**src/rtl/pipe_types.sv**
```systemverilog
// Shared types for the elastic pipeline stage: occupancy states and default counter width.
package pipe_types;

    typedef enum logic [1:0] {
        EMPTY = 2'd0,
        ONE   = 2'd1,
        TWO   = 2'd2
    } stage_state_e;

    localparam int DEFAULT_CNT_W = 16;

endpackage

```
**src/rtl/pipe_skid_buf.sv**
```systemverilog
// Two-entry skid storage for pipe_stage_reg: main entry drives the output, skid entry
// absorbs one beat of back-pressure so in_ready can come straight from a flop.
module pipe_skid_buf
    import pipe_types::*;
#(
    parameter int               WIDTH  = 32,
    parameter logic [WIDTH-1:0] BUBBLE = '0
) (
    input  logic             clk,
    input  logic             rst,
    input  logic             flush,
    input  logic             in_valid,
    output logic             in_ready,
    input  logic [WIDTH-1:0] in_data,
    output logic             out_valid,
    input  logic             out_ready,
    output logic [WIDTH-1:0] out_data
);

    stage_state_e     state_q, state_n;
    logic [WIDTH-1:0] main_q, main_n;
    logic [WIDTH-1:0] skid_q, skid_n;
    logic             accept, emit;

    assign in_ready  = (state_q != TWO);
    assign out_valid = (state_q != EMPTY);
    assign out_data  = main_q;
    assign accept    = in_valid && in_ready;
    assign emit      = out_valid && out_ready;

    always_ff @(posedge clk or posedge rst) begin
        if (rst) begin
            state_q <= EMPTY;
            main_q  <= BUBBLE;
            skid_q  <= BUBBLE;
        end else begin
            state_q <= state_n;
            main_q  <= main_n;
            skid_q  <= skid_n;
        end
    end

    always_comb begin
        state_n = state_q;
        main_n  = main_q;
        skid_n  = skid_q;
        if (flush) begin
            state_n = EMPTY;
            main_n  = BUBBLE;
            skid_n  = BUBBLE;
        end else begin
            case (state_q)
                EMPTY: begin
                    if (accept) begin
                        state_n = ONE;
                        main_n  = in_data;
                    end
                end
                ONE: begin
                    if (accept && emit) begin
                        main_n = in_data;
                    end else if (accept) begin
                        state_n = TWO;
                        skid_n  = in_data;
                    end else if (emit) begin
                        state_n = EMPTY;
                        main_n  = BUBBLE;
                    end
                end
                TWO: begin
                    // in_ready is low here, so only the skid-to-main shift can happen
                    if (emit) begin
                        state_n = ONE;
                        main_n  = skid_q;
                        skid_n  = BUBBLE;
                    end
                end
                default: begin
                    state_n = EMPTY;
                    main_n  = BUBBLE;
                    skid_n  = BUBBLE;
                end
            endcase
        end
    end

endmodule

```
**src/rtl/pipe_stage_reg.sv**
```systemverilog
// Elastic valid/ready pipeline stage with flush and saturating stall counter.
// Define PIPE_STAGE_SKID_EN for the two-entry variant with a registered in_ready.
module pipe_stage_reg
    import pipe_types::*;
#(
    parameter int               WIDTH  = 32,
    parameter logic [WIDTH-1:0] BUBBLE = '0,
    parameter int               CNT_W  = DEFAULT_CNT_W
) (
    input  logic             clk,
    input  logic             rst,
    input  logic             flush,
    input  logic             in_valid,
    output logic             in_ready,
    input  logic [WIDTH-1:0] in_data,
    output logic             out_valid,
    input  logic             out_ready,
    output logic [WIDTH-1:0] out_data,
    output logic [CNT_W-1:0] stall_cnt
);

`ifdef PIPE_STAGE_SKID_EN
    pipe_skid_buf #(
        .WIDTH  (WIDTH),
        .BUBBLE (BUBBLE)
    ) u_skid (
        .clk       (clk),
        .rst       (rst),
        .flush     (flush),
        .in_valid  (in_valid),
        .in_ready  (in_ready),
        .in_data   (in_data),
        .out_valid (out_valid),
        .out_ready (out_ready),
        .out_data  (out_data)
    );
`else
    logic             vld_q;
    logic [WIDTH-1:0] data_q;

    // Single entry: a draining entry can be refilled on the same edge.
    assign in_ready  = !vld_q || out_ready;
    assign out_valid = vld_q;
    assign out_data  = data_q;

    always_ff @(posedge clk or posedge rst) begin
        if (rst) begin
            vld_q  <= 1'b0;
            data_q <= BUBBLE;
        end else if (flush) begin
            vld_q  <= 1'b0;
            data_q <= BUBBLE;
        end else if (in_valid && in_ready) begin
            vld_q  <= 1'b1;
            data_q <= in_data;
        end else if (vld_q && out_ready) begin
            vld_q  <= 1'b0;
            data_q <= BUBBLE;
        end
    end
`endif

    always_ff @(posedge clk or posedge rst) begin
        if (rst) begin
            stall_cnt <= '0;
        end else if (out_valid && !out_ready && !flush && (stall_cnt != {CNT_W{1'b1}})) begin
            stall_cnt <= stall_cnt + 1'b1;
        end
    end

endmodule

```
**config.mk**
```make
export PLATFORM = sky130hd
export DESIGN_NAME = pipe_stage_reg
export DESIGN_NICKNAME = d
export VERILOG_FILES = /design/src/rtl/pipe_types.sv /design/src/rtl/pipe_skid_buf.sv /design/src/rtl/pipe_stage_reg.sv
export SDC_FILE = /design/constraint.sdc
export NUM_CORES = 1
export LEC_CHECK = 0
export ABC_AREA = 1
export BUFFER_PORTS_ARGS = -buffer_cell sky130_fd_sc_hd__clkbuf_2
export CORE_ASPECT_RATIO = 1.1
export CORE_MARGIN = 2
export CORE_UTILIZATION = 40
export CTS_CLUSTER_SIZE = 30
export DETAILED_ROUTE_END_ITERATION = 6
export GPL_TIMING_DRIVEN = 0
export PLACE_DENSITY = 0.67
export SYNTH_ARGS = -nofsm -noshare
export SYNTH_HDL_FRONTEND = slang
export SYNTH_SLANG_ARGS = --single-unit
```
**constraint.sdc**
```tcl
create_clock -name clk -period 2.2 [get_ports clk]
set_clock_uncertainty 0.1 [all_clocks]
set_input_delay 0.44 -clock clk [delete_from_list [all_inputs] [get_ports clk]]
set_output_delay 0.44 -clock clk [all_outputs]
set_load 0.02 [all_outputs]
```
# Word-level counts from Yosys, hierarchy flattened
# Index checks and enable logic that the tools add are counted.
[totals] output_inout_bits=50 input_bits=37 regBits=49 wordCells=21
[op_classes] reduce_logical=10 eq_ne=1 muxes=6 add_sub_neg=1
[ops] operator="two-way mux 32 bit" n=3
[ops] operator="adder 16 x 1 -> 16 bit (second input constant)" n=1
[ops] operator="inequality test 16 bit (second input constant)" n=1
[ops] operator="logical AND 1 bit" n=5
[ops] operator="logical NOT 1 bit" n=3
[ops] operator="two-way mux 1 bit" n=3
[ops] operator="nonzero test 3 bit" n=1
[ops] operator="logical OR 1 bit" n=1

# Longest topological paths before layout
[logic_depth] depth_word=5 depth_mapped=9 mapped_depth_nobuf=9

# Worst setup path before layout
# Ideal clock, no wire load.
[synth_timing] path_type="flip-flop to flip-flop" from="register stall_cnt[1]" to="register stall_cnt[10]" path_stages_with_launch=9 n_path_buf=0 path_slack_ns=0.620 arrival_time_ns=1.362 cell_sequence="dfrtp_1 -> ha_1 -> nand3_2 -> inv_2 -> nand2_2 -> nor2_4 -> nor2_4 -> nand2_1 -> nand2_1"
[synth_via] elab_chain_len=2 elab_cells_between_ends=3
[synth_rtl] element="from (decl)" line_no="pipe_stage_reg.sv:19" source="output logic [CNT_W-1:0] stall_cnt"
[synth_rtl] element="from (signal assigned)" line_no="pipe_stage_reg.sv:67" source="stall_cnt <= stall_cnt + 1'b1;"
[synth_rtl] element="parallel branches: the longest is 2 deep, another holds adder 16 x 1 -> 16 bit"
# Parallel ways; which one is timed is not known.
# A chain may end at the register's enable or synchronous reset.

# Worst setup path in the final report
[layout_timing] from="register stall_cnt[0]" to="register stall_cnt[1]"
# The elaborated chain is that of the path after synthesis.

==> impl_metrics.env <==
export IMPL_status="completed"
export IMPL_fin_crit_sh_pct=73.19
export IMPL_first_pass_iters=4
export IMPL_grt_pass1_wl_um=9370
export IMPL_irDropWorstVdd_mv=0.3485
export IMPL_cts_max_level=2
export IMPL_synth_edf_count=0
export IMPL_grt_max_degree=39
export IMPL_routed_wl_um=5488
export IMPL_slew_limit_headroom_pct=68.63
export IMPL_p_leak_nw=1.684
export IMPL_maxSlewViolCount=0
export IMPL_power_density_nw_per_um2=690.9
export IMPL_cts_sinks=49
export IMPL_worstPathRequired_ns=2.34
export IMPL_ios=87
export IMPL_antenna_found_initial=0
export IMPL_post_cts_buffers=0
export IMPL_diodes=0
export IMPL_worst_slew_pin_slew_ns=0.4706
export IMPL_syn_mean_instance_area_um2=8.208
export IMPL_finalHoldViolations=0
export IMPL_grt_pass1_vias=2080
export IMPL_gp_congestion=0.9040
export IMPL_drive_gt1_share_pct=30.59
export IMPL_placed_area_um2=2952
export IMPL_clockBufferDepth=2
export IMPL_ys_ff_latch=49
export IMPL_hp_class="input pin to register"
export IMPL_startpoint_type="register"
export IMPL_report_final_setup_viol=0
export IMPL_synthesis_area_um2=2405
export IMPL_via_per_inst=4.712
export IMPL_core_area_um2=5806
export IMPL_synth_warnings=0
export IMPL_final_area_um2=3095
export IMPL_initialDrtViolationCount=55
export IMPL_cts_buffers=5
export IMPL_track_usage_pct=17.35
export IMPL_clock_latency_ns=0.30
export IMPL_crit_fanout=10
export IMPL_num_rows=29
export IMPL_cp_data_arrival_time_ns=1.75
export IMPL_port_buffers=86
export IMPL_syn_nets=331
export IMPL_p_total_mw=2.139
export IMPL_nNetsFinal=426
export IMPL_area_growth_pct=28.72
export IMPL_layout_setup_ws_ns=0.5898
export IMPL_ys_flop_type="dfrtp_1"
export IMPL_fmax_mhz=621.0
export IMPL_async_flop_share_pct=100.0
export IMPL_cts_clk_slew_worst_paths_ns=0.09
export IMPL_synthCells=293
export IMPL_place_ws_ns=0.5619
export IMPL_root_buffer="clkbuf_8"
export IMPL_worstSetupEndpointType="register"
export IMPL_final_cell_mix="clkbuf_2, nand2_1, dfrtp_1"
export IMPL_maxCapViolCount=0
export IMPL_die_w_um=77.93
export IMPL_start_util_pct=41.42
export IMPL_grt_ovfl_total=0
export IMPL_via_count=2196
export IMPL_setup_tns_ns=0
export IMPL_tritoncts="yes"
export IMPL_hpwlAfterDp_um=4194
export IMPL_seq_area_frac_synth_pct=50.99
export IMPL_final_common_cell="clkbuf_2"
export IMPL_die_area_um2=6649
export IMPL_drc=0
export IMPL_die_height_um=85.32
export IMPL_fin_crit_ns=1.610
export IMPL_rsz0062_at_grt="no"
export IMPL_wl_per_cell_um=11.78
export IMPL_critical_path_class="register to register"
export IMPL_ys_types=22
export IMPL_ant_nets=0
==> layer usage <==
metal | GRT usage (%) | vias to the layer above | wire length [um] | part of all wire [%]
met5 | 0 | - | 0 | 0
met4 | 3.987 | 0 | 47 | 0.86
met3 | 4.894 | 6 | 347 | 6.3
met2 | 29.86 | 60 | 2700 | 49
met1 | 21.71 | 1023 | 2393 | 44
li1 | - | 1107 | - | -
==> logic make-up after synthesis <==
family,after synthesis,synth area share [%]
AND/OR/NAND/NOR,148,30.18
buffers and inverters,56,9.261
flip-flops,49,50.99
AO/OA/AOI/OAI,33,6.867
XOR/XNOR,6,2.186
adder cells (fa/ha/maj),1,0.5202
==> report_power, final <==
part	total, mW	internal, mW	leakage, nW	switching [mW]
combinational	0.353	0.122	0.959	0.230
sequential	1.02	0.961	0.656	0.0624
clock	0.763	0.452	0.0681	0.311
==> repair_timing <==
item | CTS | global route
hold buffers | 1 | 0
resized for setup | 0 | 0
endpoints found under the hold margin | 11 | 0
==> cell type report <==
type / count / area, um^2
fillers: 574 / 2710
flip-flops and latches: 49 / 1226
multi-input cells: 188 / 955.9
repair buffers: 88 / 460.4
inverters: 46 / 172.7
well taps: 77 / 96.34
clock buffers: 5 / 68.82
clock inverters: 3 / 65.06
plain buffers: 10 / 50.05
==> cell usage after synthesis, types with 3 or more instances <==
master	number	share of area [%]
xnor2_1	3	1.1
xor2_1	3	1.1
nor2_1	13	2.0
inv_1	45	7.0
nand2_1	71	11
nand2_2	5	1.3
nor2_4	8	3.7
nand3b_1	3	0.94
nand3_1	42	8.7
o21ai_0	32	6.7
buf_2	3	0.62
clkbuf_1	5	0.78
dfrtp_1	49	51
==> registers in the layout, indices dropped and copies added (netlist names) <==
signal / cells
out_data: 32
stall_cnt: 16
out_valid: 1
==> per-stage QoR <==
stage,hold WS [ns],cells,util [%]
finish,0.2563,466,53.32
CTS,0.2494,466,53.32
detailed placement,0.2841,457,50.84
floorplan,0.4831,293,-
global route,0.2589,466,53.32
global placement,0.3960,456,50.50
==> critical path: stages (launching register included) <==
cell and delay (ns):
dfrtp_1 0.44, ha_1 0.28, nand3_2 0.14, inv_2 0.07, nand2_2 0.11, nor2_4 0.06
nor2_4 0.20, nand2_1 0.08, nand2_1 0.08
==> final timing paths <==
| path | end | cells after the start | from | slack, ns |
|---|---|---|---|---|
| worst max-delay path | stall_cnt[1]$_DFFE_PP0P_ | 8 | stall_cnt[0]$_DFFE_PP0P_ | 0.59 |
| worst min-delay path | out_data[21]$_DFFE_PP0P_ | 3 | in_data[21] | 0.26 |
| worst max register to register | stall_cnt[1]$_DFFE_PP0P_ | 8 | stall_cnt[0]$_DFFE_PP0P_ | 0.59 |
| worst min register to register | out_data[5]$_DFFE_PP0P_ | 2 | out_data[5]$_DFFE_PP0P_ | 0.41 |
| max in group asynchronous | out_data[27]$_DFFE_PP0P_ | 4 | rst | 1.01 |
| min in group asynchronous | stall_cnt[7]$_DFFE_PP0P_ | 3 | rst | 0.51 |
Note: power is estimated with default switching activity, not from simulation.
